`src/rtl/prio_irq_ctrl.sv`:
```
// rtl/prio_irq_ctrl.sv - four-line prioritised interrupt controller with pend/lost tracking
// Captures requests into a pending register and presents the highest unmasked line without preemption.

module prio_irq_ctrl #(
   parameter int EDGE = 1
) (
   input  logic       clk,
   input  logic       rst,
   input  logic [3:0] req,
   input  logic [3:0] mask,
   input  logic       irq_ready,
   input  logic       clr_lost,
   output logic       irq_valid,
   output logic [1:0] irq_id,
   output logic [3:0] pend,
   output logic [3:0] lost
);

   typedef enum logic {
      IDLE    = 1'b0,
      PRESENT = 1'b1
   } state_t;

   state_t     state_q, state_d;
   logic [1:0] id_q, id_d;
   logic [3:0] req_q;
   logic [3:0] pend_q, pend_d;
   logic [3:0] lost_q, lost_d;
   logic [3:0] set;
   logic [3:0] clr;
   logic [3:0] cand;
   logic [1:0] sel_id;
   logic       accept;

   // req_q keeps tracking req through reset so a line held high across release shows no edge.
   always_ff @(posedge clk) begin
      req_q <= req;
   end

   always_comb begin
      if (EDGE != 0) begin
         set = req & ~req_q;
      end else begin
         set = req;
      end
   end

   assign accept = (state_q == PRESENT) && irq_ready;
   assign clr    = accept ? (4'b0001 << id_q) : 4'b0000;
   assign cand   = pend_q & mask;

   always_comb begin
      sel_id = 2'd0;
      if (cand[3]) begin
         sel_id = 2'd3;
      end else if (cand[2]) begin
         sel_id = 2'd2;
      end else if (cand[1]) begin
         sel_id = 2'd1;
      end else begin
         sel_id = 2'd0;
      end
   end

   // A new capture overrides a same-cycle acknowledge, and only counts as lost if not being cleared.
   always_comb begin
      pend_d = (pend_q & ~clr) | set;
      lost_d = (clr_lost ? 4'b0000 : lost_q) | (set & pend_q & ~clr);
   end

   always_comb begin
      state_d = state_q;
      id_d    = id_q;
      case (state_q)
         IDLE: begin
            if (cand != 4'b0000) begin
               state_d = PRESENT;
               id_d    = sel_id;
            end
         end
         PRESENT: begin
            if (irq_ready) begin
               state_d = IDLE;
            end
         end
         default: begin
            state_d = IDLE;
         end
      endcase
   end

   always_ff @(posedge clk) begin
      if (rst) begin
         state_q <= IDLE;
         id_q    <= 2'd0;
         pend_q  <= 4'b0000;
         lost_q  <= 4'b0000;
      end else begin
         state_q <= state_d;
         id_q    <= id_d;
         pend_q  <= pend_d;
         lost_q  <= lost_d;
      end
   end

   assign irq_valid = (state_q == PRESENT);
   assign irq_id    = id_q;
   assign pend      = pend_q;
   assign lost      = lost_q;

endmodule

```
`config.mk`:
```
export PLATFORM = sky130hd
export DESIGN_NAME = prio_irq_ctrl
export DESIGN_NICKNAME = d
export VERILOG_FILES = /design/src/rtl/prio_irq_ctrl.sv
export SDC_FILE = /design/constraint.sdc
export NUM_CORES = 1
export LEC_CHECK = 0
export CORE_AREA = 4 4 41 43
export CTS_BUF_LIST = sky130_fd_sc_hd__clkbuf_4
export CTS_CLUSTER_DIAMETER = 60
export DETAILED_ROUTE_END_ITERATION = 7
export DIE_AREA = 0 0 45 47
export PLACE_DENSITY_LB_ADDON = 0.15
export SYNTH_ARGS = -nofsm -noshare
export SYNTH_HDL_FRONTEND = slang
export SYNTH_SLANG_ARGS = --single-unit
```
`constraint.sdc`:
```
create_clock -name clk -period 1.3 [get_ports clk]
set_input_delay 0.26 -clock clk [delete_from_list [all_inputs] [get_ports clk]]
set_output_delay 0.26 -clock clk [all_outputs]
set_load 0.05 [all_outputs]
```
## Word level (Yosys, flattened, before mapping)

Index checks and enable logic that the tools add are counted.

| word-level totals | value |
|---|---|
| flip-flop bits (word level) | 15 |
| input port bits | 12 |

| cells by class | value |
|---|---|
| shift operators | 1 |
| muxes and demuxes | 8 |
| reduce and logical (&&, ||, !) cells | 3 |
| bitwise logic cells | 10 |

Operators by type and width:

| operator | number |
|---|---|
| $and 4x4->4 | 5 |
| $mux 4 | 2 |
| $not 4->4 | 2 |
| $or 4x4->4 | 2 |
| $mux 2 | 2 |
| $reduce_bool 4->1 | 1 |
| $shl 1x2->4 const A | 1 |
| $mux 1 | 3 |
| $pmux 1 s2 | 1 |
| $reduce_and 2->1 | 1 |
| $logic_and 1x1->1 | 1 |
| $not 1->1 | 1 |

## Longest topological paths before layout

| logic depth | value |
|---|---|
| depth in word-level cells | 5 |
| mapped depth | 4 |
| gate-level depth less buffers | 4 |

## Worst setup path before layout

Ideal clock, no wire load.

| timing | value |
|---|---|
| kind | register to register |
| start | reg id_q[0], in the netlist irq_id[0] |
| end | reg lost_q[1], in the netlist lost[1] |
| data arrival time | 1271 ps |
| clock period less this slack | 1398 ps |
| cell stages (with the launch flop) | 5 |
| slack | -98 ps |
| required time | 1172 ps |
| cells stage by stage | dfxtp_1 -> inv_1 -> o31ai_2 -> a2bb2oi_1 -> nor2_1 |

| on the way | value |
|---|---|
| word-level cells in the longest chain between the ends | 5 |

RTL lines:

| element | RTL line | text |
|---|---|---|
| start, declared | 25 | `logic [1:0] id_q, id_d;` |
| start signal, assigned | 100 | `id_q <= id_d;` |
| $shl 1x2->4 | 49 | `assign clr = accept ? (4'b0001 << id_q) : 4'b0000;` |
| $mux 4 | 49 |  |
| $not 4->4 | 68 | `lost_d = (clr_lost ? 4'b0000 : lost_q) \| (set & pend_q & ~clr);` |
| $and 4x4->4 | 68 |  |
| $or 4x4->4 | 68 |  |
| end signal, assigned | 102 | `lost_q <= lost_d;` |
| end, declared | 28 | `logic [3:0] lost_q, lost_d;` |

No other way between the ends.
A chain may end at the register's enable or synchronous reset.

## Worst setup path in the final report

| timing | value |
|---|---|
| start | reg id_q[1], in the netlist irq_id[1] |
| end | out irq_id[1] |

RTL lines:

| element | RTL line | text |
|---|---|---|
| end, declared | 14 | `output logic [1:0] irq_id,` |

No word-level cell between the ends.

==> run metrics <==
WHS=between 0.4 and 0.5 ns; width of the die=45 um; Min-Delay Path Class=in -> reg; IO buf count=22; initial antenna violation count=0; total grt overflow=0; crit-path max FO=5; CP cell instances=buf_12; crit path DAT=0.92 ns; GPL Wtd Cong=0.719; CP peak stage delay=between 0.4 and 0.5 ns; Initial Utilization=approximately two fifths; VDD IR max=between 0.7 and 0.8 mV; CP Capture Type=output port; worst path required time=1.04 ns; Setup violations, final=0; setup tns final=0 ns; H-tree depth=1; CTS buffer count=3; syn avg cell area=9.92 um2; worst skew pair latency=between 0.2 and 0.3 ns; Core Region=approximately 0.0013 mm2; DRT Pass-1 Iters=3; vias post-DR=500; worst path bufs/invs=1; WL/cell=about 13 um; Ant. Diodes=0; first-pass GRT wire length=2110 um; Total GRT Usage=14.6%; syn_nets=65; Layout area overhead=76.7%; asr flop ratio synth=0%; Slew @ Worst Pin=0.287 ns; Inst Count DP=between 90 and 100; IO Pins=23; die area=roughly 0.0021 mm2; Fmax=around 840 MHz; Unique masters post-synth=19; drt drc=0; Post-DRT Antenna Nets=0; Row Count=13; vias per inst=around 5.2; YS warnings=0; hold_buf cts=0; RSZ-0062 raised after global routing=false; clk_skew=between 0.003 and 0.004 ns; ys flop type=dfxtp_1; CTS Root Cell=clkbuf_4; clock tree buffer depth=2; Synth Instances=53; critical path's top delay family=flip-flops; status=complete, no violations; post-CTS sizing=0; DRT Wirelength=roughly 1300 um; Slew Viols, Final=0; CP Launch Type=flip-flop; DRT iter0 DRCs=7; Fillers=about 110; dpl hpwl=a little over 1000 um; Max Cap Viol=0; Synth Cell Area=526 um2; postcts setup bufs=0; Finished Layout Cells=96; Storage cell area=308 um2; fraction of layout cells with a size suffix above 1=between 30% and 40%; largest net degree at the start of global routing=10; Slowest-stage cell, CP=dfxtp_1; relative slew slack=roughly four fifths; Setup CP Type=reg -> out; Lkg Pwr=between 0.3 and 0.4 nW; clock-pin slew on the worst setup and hold paths=around 0.09 ns; Power Dens Cells=1160 mW/mm2; final worst-path cycle share=between 90% and 100%; Post-synth EDFFs=0; final net count=94; register area share after synthesis=57.1%; number of global-route vias before repair=between 500 and 600; Tmin final=1.18 ns; TritonCTS clock tree=yes; chip height=roughly 47 um; final hold viol count=0; total clock sinks=15; multi-input logic area=between 200 and 250 um2; synthesized flop and latch total=15
==> cells in the final DEF, fill, tap and decap left out, types with 3 or more instances in the layout <==
cell type / Yosys / layout
a21oi_1: 6 / 6
o31ai_1: 4 / 4
clkbuf_4: 0 / 3
nand3_1: 4 / 4
inv_1: 3 / 3
buf_4: 0 / 3
buf_12: 0 / 11
dfxtp_1: 15 / 9
nand2b_1: 4 / 4
clkdlybuf4s50_1: 0 / 11
dfxtp_2: 0 / 6
==> cell type report <==
type                            instances  share of cell area [%]
Sequential cell                        15                    33.2
Timing Repair Buffer                   25                    38.0
Multi-Input combinational cell         34                    22.6
Clock inverter                          1                   0.539
Tap cell                               15                    2.02
Clock buffer                            3                    2.43
Inverter                                3                    1.21
==> registers in the layout (all words and copies together), names as in the netlist <==
register	flops
pend	4
lost	4
req_q	4
irq_id	2
irq_valid	1
==> metrics by stage <==
| step | power (W) | setup slack (ns) | util (%) | area [um2] |
|---|---|---|---|---|
| floorplan | 0.000655 | 0.0836 | - | 533 |
| global placement | 0.000811 | -0.108 | 69.2 | 901 |
| detailed placement | 0.000816 | -0.115 | 69.2 | 901 |
| CTS | 0.00108 | 0.108 | 71.3 | 928 |
| global route | 0.00113 | 0.0611 | 71.3 | 928 |
| finish | 0.00107 | 0.116 | 71.3 | 928 |
==> cell usage after synthesis (2+ instances only) <==
cell / n / area share [%]
a22oi_1: 2 / 2.9
a21oi_1: 6 / 5.7
nand3_1: 4 / 3.8
nand2_1: 2 / 1.4
inv_1: 3 / 2.1
dfxtp_1: 15 / 57
nor2_1: 2 / 1.4
o21ai_1: 2 / 1.9
nand2b_1: 4 / 4.8
o31ai_1: 4 / 5.7
==> power by group <==
group          switching [W]  total, W  internal [W]
sequential         0.0000397  0.000531      0.000492
clock               0.000155  0.000270      0.000114
combinational       0.000130  0.000272      0.000141
==> final timing paths <==
path,to,slack (ns),start,depth (start not counted)
worst max-delay path,irq_id[1],0.12,irq_id[1]$_SDFFE_PP0P_,1
worst min-delay path,req_q[0]$_DFF_P_,0.44,req[0],1
worst max register to register,lost[1]$_SDFF_PP0_,0.19,irq_id[0]$_SDFFE_PP0P_,4
worst min register to register,pend[2]$_SDFF_PP0_,0.51,req_q[2]$_DFF_P_,2
==> logic make-up after synthesis <==
kind of cell	Yosys count	share of synthesized area [%]
AND/OR/NAND/NOR	14	13.8
flip-flops	15	57.1
AO/OA/AOI/OAI	20	26.2
buffers and inverters	4	2.86
==> routing by layer <==
layer | GRT usage, % | part of all wire (%) | vias to the layer above
met5 | 0 | 0 | -
met4 | 12.3 | 3.6 | 0
met3 | 4.21 | 7.0 | 5
met2 | 24.0 | 48 | 17
met1 | 15.6 | 41 | 228
li1 | - | - | 250
(Power assumes the default switching activity.)
